## src/rtl/be_word_assembler.sv

```systemverilog
// be_word_assembler
//
// Packs a byte-serial stream into full-width big-endian words: the first byte
// of a word lands in the most-significant lane. A word completes when its last
// lane is filled or when the byte carries in_last (short word); unfilled lanes
// read as zero and out_count reports how many lanes are valid.
//
// Handshakes: a transfer happens on a rising clk edge where valid && ready are
// both high. A producer must hold data stable while valid && !ready; this
// block holds out_data/out_count stable while out_valid && !out_ready.
//
// Ports:
//   clk        clock, all state changes on the rising edge
//   rst        asynchronous active-high reset
//   in_valid   in_data/in_last valid
//   in_ready   block can accept a byte (registered state only)
//   in_data    byte, first byte of a word is most significant
//   in_last    byte terminates the current word early
//   out_valid  out_data/out_count hold a completed word
//   out_ready  consumer takes the word
//   out_data   assembled word, unfilled lanes zero
//   out_count  number of valid bytes, 1..WORD

`ifndef WIDTH
`define WIDTH 8
`endif
`ifndef WORD
`define WORD 4
`endif

module be_word_assembler #(
  parameter int WIDTH = `WIDTH,
  parameter int WORD  = `WORD,
  parameter int CW    = $clog2(WORD) + 1
) (
  input  logic                  clk,
  input  logic                  rst,
  input  logic                  in_valid,
  output logic                  in_ready,
  input  logic [WIDTH-1:0]      in_data,
  input  logic                  in_last,
  output logic                  out_valid,
  input  logic                  out_ready,
  output logic [WIDTH*WORD-1:0] out_data,
  output logic [CW-1:0]         out_count
);

  localparam int FULLW = WIDTH * WORD;

  logic [FULLW-1:0] r_acc;
  logic [CW-1:0]    r_idx;
  logic             r_acc_full;
  // Byte count of the word parked in r_acc while r_acc_full is set.
  logic [CW-1:0]    r_held_cnt;
  logic [FULLW-1:0] r_out_data;
  logic [CW-1:0]    r_out_count;
  logic             r_out_valid;

  logic             w_in_hs;
  logic             w_out_free;
  logic             w_complete;
  logic [FULLW-1:0] w_merged;
  logic [CW-1:0]    w_count;

  assign in_ready  = ~r_acc_full;
  assign out_valid = r_out_valid;
  assign out_data  = r_out_data;
  assign out_count = r_out_count;

  assign w_in_hs    = in_valid & ~r_acc_full;
  // Output register can take a word this edge: empty, or emptying now.
  assign w_out_free = ~r_out_valid | out_ready;
  assign w_complete = w_in_hs & (in_last | (r_idx == CW'(WORD - 1)));
  assign w_count    = r_idx + CW'(1);

  // Accumulator with the incoming byte dropped into lane (WORD-1-idx).
  always_comb begin
    w_merged = r_acc;
    for (int k = 0; k < WORD; k++) begin
      if (r_idx == CW'(k)) begin
        w_merged[(WORD-1-k)*WIDTH +: WIDTH] = in_data;
      end
    end
  end

  always_ff @(posedge clk or posedge rst) begin
    if (rst) begin
      r_acc       <= '0;
      r_idx       <= '0;
      r_acc_full  <= 1'b0;
      r_held_cnt  <= '0;
      r_out_data  <= '0;
      r_out_count <= '0;
      r_out_valid <= 1'b0;
    end else begin
      if (r_out_valid && out_ready) begin
        r_out_valid <= 1'b0;
      end

      if (r_acc_full) begin
        // No bytes are accepted while a word is parked; drain it first.
        if (w_out_free) begin
          r_out_data  <= r_acc;
          r_out_count <= r_held_cnt;
          r_out_valid <= 1'b1;
          r_acc       <= '0;
          r_idx       <= '0;
          r_acc_full  <= 1'b0;
        end
      end else if (w_in_hs) begin
        if (w_complete) begin
          if (w_out_free) begin
            r_out_data  <= w_merged;
            r_out_count <= w_count;
            r_out_valid <= 1'b1;
            r_acc       <= '0;
            r_idx       <= '0;
          end else begin
            r_acc      <= w_merged;
            r_held_cnt <= w_count;
            r_acc_full <= 1'b1;
            r_idx      <= '0;
          end
        end else begin
          r_acc <= w_merged;
          r_idx <= w_count;
        end
      end
    end
  end

endmodule

```

## config.mk

```make
export PLATFORM = sky130hd
export DESIGN_NAME = be_word_assembler
export DESIGN_NICKNAME = d
export VERILOG_FILES = /design/src/rtl/be_word_assembler.sv
export SDC_FILE = /design/constraint.sdc
export NUM_CORES = 1
export LEC_CHECK = 0
export BUFFER_PORTS_ARGS = -buffer_cell sky130_fd_sc_hd__buf_4
export CAP_MARGIN = 0
export CORE_MARGIN = 5
export CORE_UTILIZATION = 53
export CTS_CLUSTER_SIZE = 12
export DETAILED_ROUTE_END_ITERATION = 16
export PLACE_DENSITY = 0.77
export SETUP_SLACK_MARGIN = 0.3
export SLEW_MARGIN = 20
export SYNTH_ARGS = -nofsm -noshare
export SYNTH_HDL_FRONTEND = slang
export SYNTH_SLANG_ARGS = --single-unit
```

## constraint.sdc

```tcl
create_clock -name clk -period 2.53 [get_ports clk]
set_clock_uncertainty 0.1 [all_clocks]
set_input_delay 0.506 -clock clk [delete_from_list [all_inputs] [get_ports clk]]
set_output_delay 0.506 -clock clk [all_outputs]
set_load 0.01 [all_outputs]
```

; Word-level counts from Yosys, hierarchy flattened
; Index checks and enable logic that the tools add are counted.
[word_totals]
regBits = 75
inputBits = 13
out_inout_bits = 37
elab_cells = 58
[classes]
addsub = 1
eq_ne = 4
muxes = 32
n_bitwise = 7
reduce_logical = 7
[op_table]
columns = operator, n
row1 = $mux 32, 10
row2 = $mux 8, 4
row3 = $mux 3, 9
row4 = $mux 1, 9
row5 = $eq 3x2->1 const B, 2
row6 = $reduce_and 4->1, 1
row7 = $reduce_bool 2->1, 2
row8 = $add 3x1->3 const B, 1
row9 = $eq 3x1->1 const B, 1
row10 = $logic_not 3->1, 1
row11 = $not 1->1, 3
row12 = $reduce_and 3->1, 1
row13 = $and 1x1->1, 2
row14 = $ne 2x1->1 const B, 1
row15 = $or 1x1->1, 2
row16 = $reduce_and 2->1, 1
row17 = $logic_and 1x1->1, 1

; Logic depth before layout (Yosys ltp)
; Gate-level depths: netlist of run 1.
[logic_depth]
ltp_word = 6
ltp_mapped = 8
depth_no_buf = 5

; Least setup slack after synthesis of run 1
; No wires, ideal clock.
[synth_path]
path_kind = reg2reg
from = register r_idx[2]
to = register r_out_count[0] (netlist: out_count[0])
setup_time_ns = 0.125
arrival_ns = 1.803
t_required_ns = 2.305
slack_ns = 0.502
stages_incl_launch_ff = 8
path_buffers = 2
period_less_slack_ns = 2.028
cell_sequence = dfrtp_1 buf_2 inv_1 ha_1 o21ai_2 a21oi_4 buf_6 mux2_2
[synth_via]
elab_chain_cells = 5
[synth_rtl]
columns = item, line
row1 = from (decl), 51  ; logic [CW-1:0] r_idx;
row2 = from (signal assigned), 126  ; r_idx <= w_count;
row3 = $eq 3x2->1, 73  ; assign w_complete = w_in_hs & (in_last | (r_idx == CW'(WORD - 1)));
row4 = $or 1x1->1, 73
row5 = $and 1x1->1, 73
row6 = $reduce_bool 2->1 (no source line), n/a
row7 = $reduce_and 3->1 (no source line), n/a
row8 = to (signal assigned), 104  ; r_out_count <= r_held_cnt;
row9 = to (signal assigned), 114  ; r_out_count <= w_count;
row10 = to (decl), 56  ; logic [CW-1:0] r_out_count;
; No other way between the ends.
; A chain may end at the register's enable or synchronous reset.

; Worst setup path in the final report of run 1
[layout_path]
from = register r_idx[0]
to = register r_out_data[31] (netlist: out_data[31])
[layout_via]
elab_chain_cells = 6
word_cells_on_any_way = 11
cone_classes = eq/ne: 1 / mux: 5 / bitwise: 2 / reduce/logical: 3
[layout_rtl]
columns = item, line
row1 = $logic_not 3->1, 80  ; if (r_idx == CW'(k)) begin
row2 = $mux 8, 80
row3 = $mux 32, 112  ; if (w_out_free) begin
row4 = $mux 32, 111  ; if (w_complete) begin
row5 = $mux 32, 110  ; end else if (w_in_hs) begin
row6 = $mux 32, 100  ; if (r_acc_full) begin
row7 = to (signal assigned), 103  ; r_out_data <= r_acc;
row8 = to (signal assigned), 113  ; r_out_data <= w_merged;
row9 = to (decl), 55  ; logic [FULLW-1:0] r_out_data;
; Parallel ways exist; a longest one is shown, timed or not. The select of a mux whose other input is x is not followed.

==> results of run 1 <==
==> synthesized netlist by cell type (3+ instances only) <==
cell,instances
dfrtp_1,75
mux2_2,67
o2111ai_1,58
inv_1,39
o211ai_1,29
buf_2,16
buf_1,8
clkbuf_1,6
ha_1,6
buf_6,5
nand2_1,5
nor2b_1,5
nand2b_1,4
a21oi_1,3
nand4_1,3
nor3b_4,3
o21ai_0,3
o31ai_1,3
==> stage by stage <==
stage	hold WS, ns	area (um2)
after floorplan	0.381	4120
after global routing	0.175	4770
after CTS	0.170	4760
after detailed placement	0.389	4550
final	0.132	4770
after global placement	0.388	4550
==> critical path: stages (launching register included) <==
cell,delay [ns]
dfrtp_1,0.42
inv_1,0.14
ha_1,0.21
nor3b_4,0.45
mux2_2,0.39
mux2_1,0.29
==> sequential cells by signal (all words and copies together) (netlist names) <==
| register | flops |
|---|---|
| out_count | 3 |
| r_acc_full | 1 |
| r_acc | 32 |
| out_valid | 1 |
| r_idx | 3 |
| out_data | 32 |
| r_held_cnt | 3 |
==> area by class of cell <==
type | instances | area (um2)
clock inverter | 7 | 92.6
timing repair buffer | 61 | 470
fill | 611 | 2880
sequential | 75 | 1880
clock buffer | 9 | 124
tap | 102 | 128
inverter | 39 | 150
multi-input combinational | 206 | 1930
==> per-layer routing <==
layer  vias to the layer above  part of all wire [%]
met3                        19                   6.7
li1                       1436                     -
met4                         0                   2.1
met1                      1501                    42
met5                         -                     0
met2                        92                    49
==> repair_timing <==
item / in CTS / in global routing
endpoints found under the setup margin: 0 / 42
resized for setup: 0 / 2
hold buffers: 0 / 0
==> power by group <==
| part | internal, mW | total [mW] | switching (mW) |
|---|---|---|---|
| Clock | 0.553 | 0.999 | 0.446 |
| Sequential | 1.52 | 1.72 | 0.200 |
| Combinational | 0.722 | 1.38 | 0.663 |
| Total | 2.80 | 4.11 | 1.31 |
==> worst min-delay path by stage <==
stage | start | end | depth (start not counted)
2_1_floorplan | r_held_cnt[0] | r_held_cnt[0] | 1
3_3_place_gp | out_data[31] | out_data[31] | 1
3_5_place_dp | out_data[31] | out_data[31] | 1
4_1_cts | rst | r_acc[16] | 3
5_1_grt | rst | r_acc[16] | 3
6_report | rst | r_acc[16] | 3
==> cell families (layout without fill, tap and decap cells) <==
kind of cell | Yosys count | after routing | synth area share [%]
AOI/OAI and AO/OA | 102 | 102 | 20.2
adders and majority gates | 6 | 6 | 1.83
buffers and inverters | 74 | 116 | 8.15
DFF | 75 | 75 | 45.6
muxes | 70 | 70 | 19.1
and+or+nand+nor | 28 | 28 | 5.08
==> qor.yml, run 1 <==
firstDrtPassIters: 4
core_mm2: 0.00765
critPathLaunch: "r_idx[0]"
die_x_um: 98.1
ys_warn_count: 0
dp_cells: 483
cts_tree: "done"
p_leak_nw: 2.06
cts_setup_buffers: 0
place.gp.congestion: 0.817
top_usage_layer: "met2"
root_buffer: "clkbuf_8"
rsz0062_at_grt: "false"
end_kind: "flop"
totalWireLength_um: 9270
regToRegSetupSlack_ns: 0.41
cts_max_level: 3
syn_nets: 374
total_power_mw: 4.11
synth.area.top_cells: "dfrtp_1 (46%), mux2_2 (18%), o2111ai_1 (12%)"
clock-sinks: 75
diodes: 0
finalHoldViolCount: 0
max-cap-violations: 0
crit_type: "reg -> reg"
synth_top_area_share_pct: 45.6
ys_ff_latch: 75
yosysTopAreaCell: "dfrtp_1"
rr_worst_depth: 5
synthArstFlopShare_pct: 100
tightest_slew_ns: 0.652
hold_path_class: "in -> async"
syn_to_final_growth_pct: 15.9
syn_area_mm2: 0.00411
setup-violations-final: 0
min_period_ns: 2.12
grt_pass1_wl_um: 15500
instances_no_fill: 499
drc: 0
row_count: 32
peakVddDrop_uv: 527
routed_via_density: 6.11
die-area_mm2: 0.00962
power_density_mw_per_mm2: 861
maxSlewHeadroom_pct: 56.5
initialDrtViolationCount: 136
antenna_found_initial: 0
maxSlewViolCount: 0
vias: 3048
synth.distinct_cells: 30
use_met2_pct: 32.2
crit_end: "out_data[31]"
pin_count: 50
post_route_cells_drive_above_1_share_pct: 39.8
dp_hpwl_um: 6010
fmax_ghz: 0.472
final_nets: 411
grt_pass1_vias: 3118
die_y_um: 98.1
wl_per_cell_um: 18.6
start_kind: "flop"
crit_required_ns: 2.66
syn_inst: 355
setup_tns_ns: 0
avgSynthCellArea_um2: 11.6
clock_path_buffers: 2
grt_usage_pct: 19.8
grt_max_degree: 76
ys_seq_area_share_pct: 45.6
drt.antenna.violating_nets: 0
ys.flop_type: "dfrtp_1"
grt-ovfl-total: 0
final_cell_mix: "dfrtp_1 (75), mux2_2 (67), buf_4 (60)"
post-place-ws_ns: 0.366
r2r-start: "r_idx[0]"
clock_latency_ns: 0.34
status: "complete, no violations"
grt.met1_usage_pct: 25.8
post-route-period-util_pct: 83.8
final_common_cell: "dfrtp_1"
clkSlewWorstSetupHoldPaths_ns: 0.08
final_util_pct: 62.4
worstPathArrival_ns: 2.25
layout_setup_ws_ns: 0.410
portBuffers: 49
cts_buffers: 9
grt_use_met3_pct: 5.36
r2r_end: "out_data[31]"
synth_enable_flop_cells: 0
crit_fanout: 8
start_util_pct: 53.8
(Power assumes the default switching activity.)
==> inputs of run 2 (changes only) <==
--- a/config.mk
+++ b/config.mk
@@ -8,10 +8,10 @@
 export BUFFER_PORTS_ARGS = -buffer_cell sky130_fd_sc_hd__buf_4
 export CAP_MARGIN = 0
 export CORE_MARGIN = 5
-export CORE_UTILIZATION = 53
+export CORE_UTILIZATION = 55
 export CTS_CLUSTER_SIZE = 12
 export DETAILED_ROUTE_END_ITERATION = 16
-export PLACE_DENSITY = 0.77
+export PLACE_DENSITY = 0.76
 export SETUP_SLACK_MARGIN = 0.3
 export SLEW_MARGIN = 20
 export SYNTH_ARGS = -nofsm -noshare
==> constraint.sdc (replaced) <==
create_clock -name clk -period 2 [get_ports clk]
set_clock_uncertainty 0.1 [all_clocks]
set_input_delay 0.4 -clock clk [delete_from_list [all_inputs] [get_ports clk]]
set_output_delay 0.4 -clock clk [all_outputs]
set_load 0.01 [all_outputs]
==> qor.yml, run 2 (same netlist as run 1, synthesis figures left out) <==
crit_required_ns: 2.12  # -0.54 ns
critPathLaunch: "r_idx[0]"
total_power_mw: 5.63  # +37%
row_count: 31  # -3.1%
crit_type: "reg -> reg"
status: "complete, no violations"
final_nets: 440  # +7.1%
r2r_end: "out_data[24]"
grt_pass1_wl_um: 16900  # +8.8%
start_util_pct: 56.7  # +2.9 points
totalWireLength_um: 10900  # +18%
place_area_mm2: 0.00476  # +4.6%
finalHoldViolCount: 0  # unchanged
drt.antenna.violating_nets: 0  # unchanged
instances_no_fill: 525  # +5.2%
clkSlewWorstSetupHoldPaths_ns: 0.08  # about the same
clock-sinks: 75  # unchanged
r2r-start: "r_idx[0]"
start_kind: "flop"
cts_buffers: 9  # unchanged
regToRegSetupSlack_ns: 0.06  # -0.35 ns
post-route-period-util_pct: 96.8  # +13 points
max-cap-violations: 0  # unchanged
cts_max_level: 3  # unchanged
peakVddDrop_uv: 628  # +19%
syn_to_final_growth_pct: 30.5
firstDrtPassIters: 4  # unchanged
setup_tns_ns: 0  # unchanged
portBuffers: 49  # unchanged
grt_usage_pct: 24.0  # +4.2 points
cpPeakStageDelay_ns: 0.45  # about the same
final_cell_mix: "dfrtp_1 (73), buf_4 (72), o2111ai_1 (58)"
end_kind: "flop"
multi_input_area_mm2: 0.00211  # +9.7%
crit_fanout: 16  # +8
worstPathArrival_ns: 2.06  # -0.19 ns
drc: 0  # unchanged
die_y_um: 96.5  # -1.6%
place.gp.congestion: 0.840  # +2.8%
grt_max_degree: 76  # unchanged
crit_end: "out_data[24]"
power_density_mw_per_mm2: 1050  # +22%
dp_cells: 490  # +1.4%
tightest_slew_ns: 0.397  # -0.255 ns
rr_worst_depth: 7  # +2
pin_count: 50  # unchanged
die-area_mm2: 0.00931  # -3.3%
fill_cells: 491  # -20%
clock_latency_ns: 0.34  # about the same
holdWs_ns: 0.0660  # -0.0656 ns
wl_per_cell_um: 20.8  # +12%
maxSlewHeadroom_pct: 73.5  # +17 points
die_x_um: 96.5  # -1.6%
rsz0062_at_grt: "true"
diodes: 0  # unchanged
clock_path_buffers: 2  # unchanged
design_area_mm2: 0.00537  # +13%
grt_pass1_vias: 3309  # +6.1%
initialDrtViolationCount: 221  # +63%
final_common_cell: "dfrtp_1"
fmax_ghz: 0.517  # +9.5%
antenna_found_initial: 0  # unchanged
cts_tree: "done"
post-place-ws_ns: 0.0572  # -0.309 ns
regArea_mm2: 0.00188  # +0.13%
layout_setup_ws_ns: 0.0647  # -0.345 ns
setup-violations-final: 0  # unchanged
routed_via_density: 6.31  # +3.3%
dp_hpwl_um: 6160  # +2.5%
slowest_stage: "dfrtp_2"
hold_path_class: "in -> async"
core_mm2: 0.00725  # -5.2%
maxSlewViolCount: 0  # unchanged
post_route_cells_drive_above_1_share_pct: 47.2  # +7.4 points
final_util_pct: 74.0  # +12 points
root_buffer: "clkbuf_8"
p_leak_nw: 2.36  # +14%
min_period_ns: 1.94  # -0.185 ns
grt-ovfl-total: 0  # unchanged
vias: 3312  # +8.7%
holdBufCountCts: 0  # unchanged
crit_chain: "ha_2 > ha_4 > o21ai_2 > a21oi_4 > buf_4 > buf_12 > mux2_4"
-- run 2: worst min path at each step --
stage                               end  slack (ns)  depth (start not counted)
final                         r_acc[18]        0.07                          3
after global routing       out_count[1]        0.09                          3
after CTS                     r_acc[18]        0.08                          3
after detailed placement   out_data[31]        0.39                          1
after global placement     out_data[31]        0.38                          1
after floorplan           r_held_cnt[0]        0.38                          1
-- run 2: cell type report --
| cell class | count | share of cell area [%] |
|---|---|---|
| Tap cell | 99 | 2.31 |
| Multi-Input combinational cell | 206 | 39.4 |
| Inverter | 39 | 2.89 |
| Sequential cell | 75 | 35.0 |
| Clock inverter | 5 | 0.979 |
| Clock buffer | 11 | 2.63 |
| Timing Repair Buffer | 90 | 16.8 |
-- run 2: report_power, final --
group          switching, mW  total (mW)  internal, mW
combinational          0.982        2.26          1.28
sequential             0.274        2.20          1.93
clock                  0.563        1.17         0.605
-- run 2: critical path, delay by kind of cell (launching register included) --
family / cells / cell delay [ns]
buffers and inverters: 2 / 0.32
AOI/OAI and AO/OA: 2 / 0.24
muxes: 1 / 0.30
adders and majority gates: 2 / 0.41
DFF: 1 / 0.45
-- run 2: metal layers --
metal | part of all wire (%) | routed length, um | track usage, % | vias up
met3 | 6.7 | 733 | 4.03 | 16
met2 | 52 | 5610 | 38.6 | 141
met5 | 0 | 0 | 0 | -
li1 | - | - | - | 1484
met4 | 1.9 | 212 | 10.4 | 0
met1 | 40 | 4340 | 32.0 | 1671
-- run 2: timing repair --
item,4_1_cts,5_1_grt
cloned,2,2
resized for setup,35,15
pin swaps,4,8
setup buffers,9,6
setup endpoints to repair,52,73
==> inputs of run 3 (changes only) <==
--- a/config.mk
+++ b/config.mk
@@ -7,7 +7,7 @@
 export LEC_CHECK = 0
 export BUFFER_PORTS_ARGS = -buffer_cell sky130_fd_sc_hd__buf_4
 export CAP_MARGIN = 0
-export CORE_MARGIN = 5
+export CORE_MARGIN = 2
 export CORE_UTILIZATION = 55
 export CTS_CLUSTER_SIZE = 12
 export DETAILED_ROUTE_END_ITERATION = 16
==> qor.yml, run 3 (same netlist as run 1, synthesis figures left out) <==
setup-violations-final: 0  # unchanged
maxSlewHeadroom_pct: 67.1  # -6.4 points
status: "complete, no violations"
slowest_stage: "dfrtp_2"
firstDrtPassIters: 5  # +1
grt_max_degree: 76  # unchanged
crit_required_ns: 2.11  # about the same
core_mm2: 0.00725  # unchanged
end_kind: "flop"
totalWireLength_um: 14000  # +29%
place.gp.congestion: 0.733  # -13%
drt.antenna.violating_nets: 0  # unchanged
clkSlewWorstSetupHoldPaths_ns: 0.08  # about the same
min_period_ns: 2.00  # +0.0600 ns
maxSlewViolCount: 0  # unchanged
power_frac_seq_pct: 34.4  # -4.7 points
crit_chain: "ha_4 > ha_4 > buf_6 > nor2_4 > buf_6 > buf_16 > o2111ai_1 > o211ai_1"
finalHoldViolCount: 0  # unchanged
wl_per_cell_um: 26.2  # +26%
final_common_cell: "dfrtp_1"
p_sw_mw: 2.12  # +16%
cts_tree: "done"
die_x_um: 90.5  # -6.2%
clock_latency_ns: 0.36  # +0.02 ns
crit_fanout: 8  # -8
p_int_mw: 4.43  # +16%
regToRegSetupSlack_ns: 0.005  # -0.06 ns
dp_hpwl_um: 6180  # +0.29%
syn_to_final_growth_pct: 49.7
grt-ovfl-total: 0  # unchanged
rsz0062_at_grt: "true"
grt_usage_pct: 30.0  # +6.1 points
diodes: 0  # unchanged
grt_pass1_wl_um: 19000  # +12%
max-cap-violations: 0  # unchanged
grt_pass1_vias: 3503  # +5.9%
row_count: 31  # unchanged
holdWs_ns: 0.0161  # -0.0499 ns
root_buffer: "clkbuf_8"
vias: 3631  # +9.6%
worstPathArrival_ns: 2.10  # +0.04 ns
drc: 0  # unchanged
post-route-period-util_pct: 99.8  # +3.0 points
clock_power_share_pct: 23.8  # +3.1 points
r2r-start: "r_idx[1]"
cts_buffers: 9  # unchanged
crit_type: "reg -> reg"
die_y_um: 90.5  # -6.2%
cts_max_level: 3  # unchanged
cpPeakStageDelay_ns: 0.45  # about the same
final_nets: 452  # +2.7%
clock-sinks: 75  # unchanged
initialDrtViolationCount: 248  # +12%
final_cell_mix: "dfrtp_1 (71), buf_4 (67), mux2_4 (58)"
portBuffers: 49  # unchanged
routed_via_density: 6.77  # +7.4%
start_util_pct: 56.7  # unchanged
peakVddDrop_uv: 647  # +3.1%
start_kind: "flop"
power_frac_comb_pct: 41.8  # +1.6 points
tightest_slew_ns: 0.493  # +0.0961 ns
pin_count: 50  # unchanged
fmax_ghz: 0.501  # -3.0%
die-area_mm2: 0.00819  # -12%
p_sw_share_pct: 32.3  # about the same
antenna_found_initial: 0  # unchanged
setup_tns_ns: 0  # unchanged
clock_path_buffers: 2  # unchanged
p_leak_nw: 2.59  # +10%
post_route_cells_drive_above_1_share_pct: 57.7  # +10 points
rr_worst_depth: 8  # +1
r2r_end: "r_acc[23]"
power_density_mw_per_mm2: 1060  # +1.4%
hold_path_class: "in -> async"
==> run 3: what timing repair did <==
| item | CTS | global route |
|---|---|---|
| hold buffers | 0 | 0 |
| gates cloned | 6 | 4 |
| pin swaps | 16 | 19 |
| setup endpoints to repair | 63 | 74 |
| setup buffers | 16 | 8 |
| resized for setup | 75 | 69 |
==> run 3: area by class of cell <==
cell class	count	area (um2)
clock inverters	5	125
well taps	99	124
clock buffers	10	138
multi-input cells	206	2520
repair buffers	102	1210
fillers	339	1100
inverters	39	158
flip-flops and latches	75	1880
==> run 3: critical path, delay by kind of cell, from the launching register on <==
family | cells | cell delay, ns
buf+inv | 3 | 0.38
flops | 1 | 0.45
fa+ha+maj | 2 | 0.33
simple gates | 1 | 0.04
compound gates | 2 | 0.52
==> run 3: metrics by stage <==
step | utilization [%] | instance area (um2) | worst slack, ns | cells | total power, mW
6_report | 84.9 | 6160 | 0.00469 | 536 | 6.55
5_1_grt | 84.9 | 6160 | 0.00145 | 536 | 6.81
4_1_cts | 77.9 | 5650 | 0.117 | 524 | 6.06
3_5_place_dp | 65.1 | 4720 | 0.0616 | 487 | 4.12
3_3_place_gp | 65.1 | 4720 | 0.0877 | 487 | 4.04
2_1_floorplan | - | 4160 | 0.160 | 355 | 3.30
==> run 3: metal layers <==
metal	wire length (um)	vias to the layer above	GRT usage (%)
met5	0	-	0
met4	687	0	17.6
met3	922	54	5.68
met2	7050	220	48.8
met1	5350	1843	37.4
li1	-	1514	-
==> run 3: worst max path at each step <==
stage	start	end	slack [ns]	cells after the start
finish	r_idx[1]	r_acc[23]	0.005	8
detailed placement	r_idx[0]	r_held_cnt[1]	0.06	5
CTS	r_idx[1]	out_data[22]	0.12	6
floorplan	r_idx[0]	out_data[26]	0.16	5
global placement	r_idx[0]	r_held_cnt[0]	0.09	5
global route	r_idx[1]	r_acc[24]	0.001	9
==> run 3: power groups by stage <==
stage                     logic, mW  clock network, mW  registers [mW]
after floorplan                1.02                  0            2.28
after global placement         1.85                  0            2.19
after detailed placement       1.90                  0            2.22
after CTS                      2.30               1.55            2.21
after global routing           2.88               1.63            2.30
final                          2.74               1.56            2.25
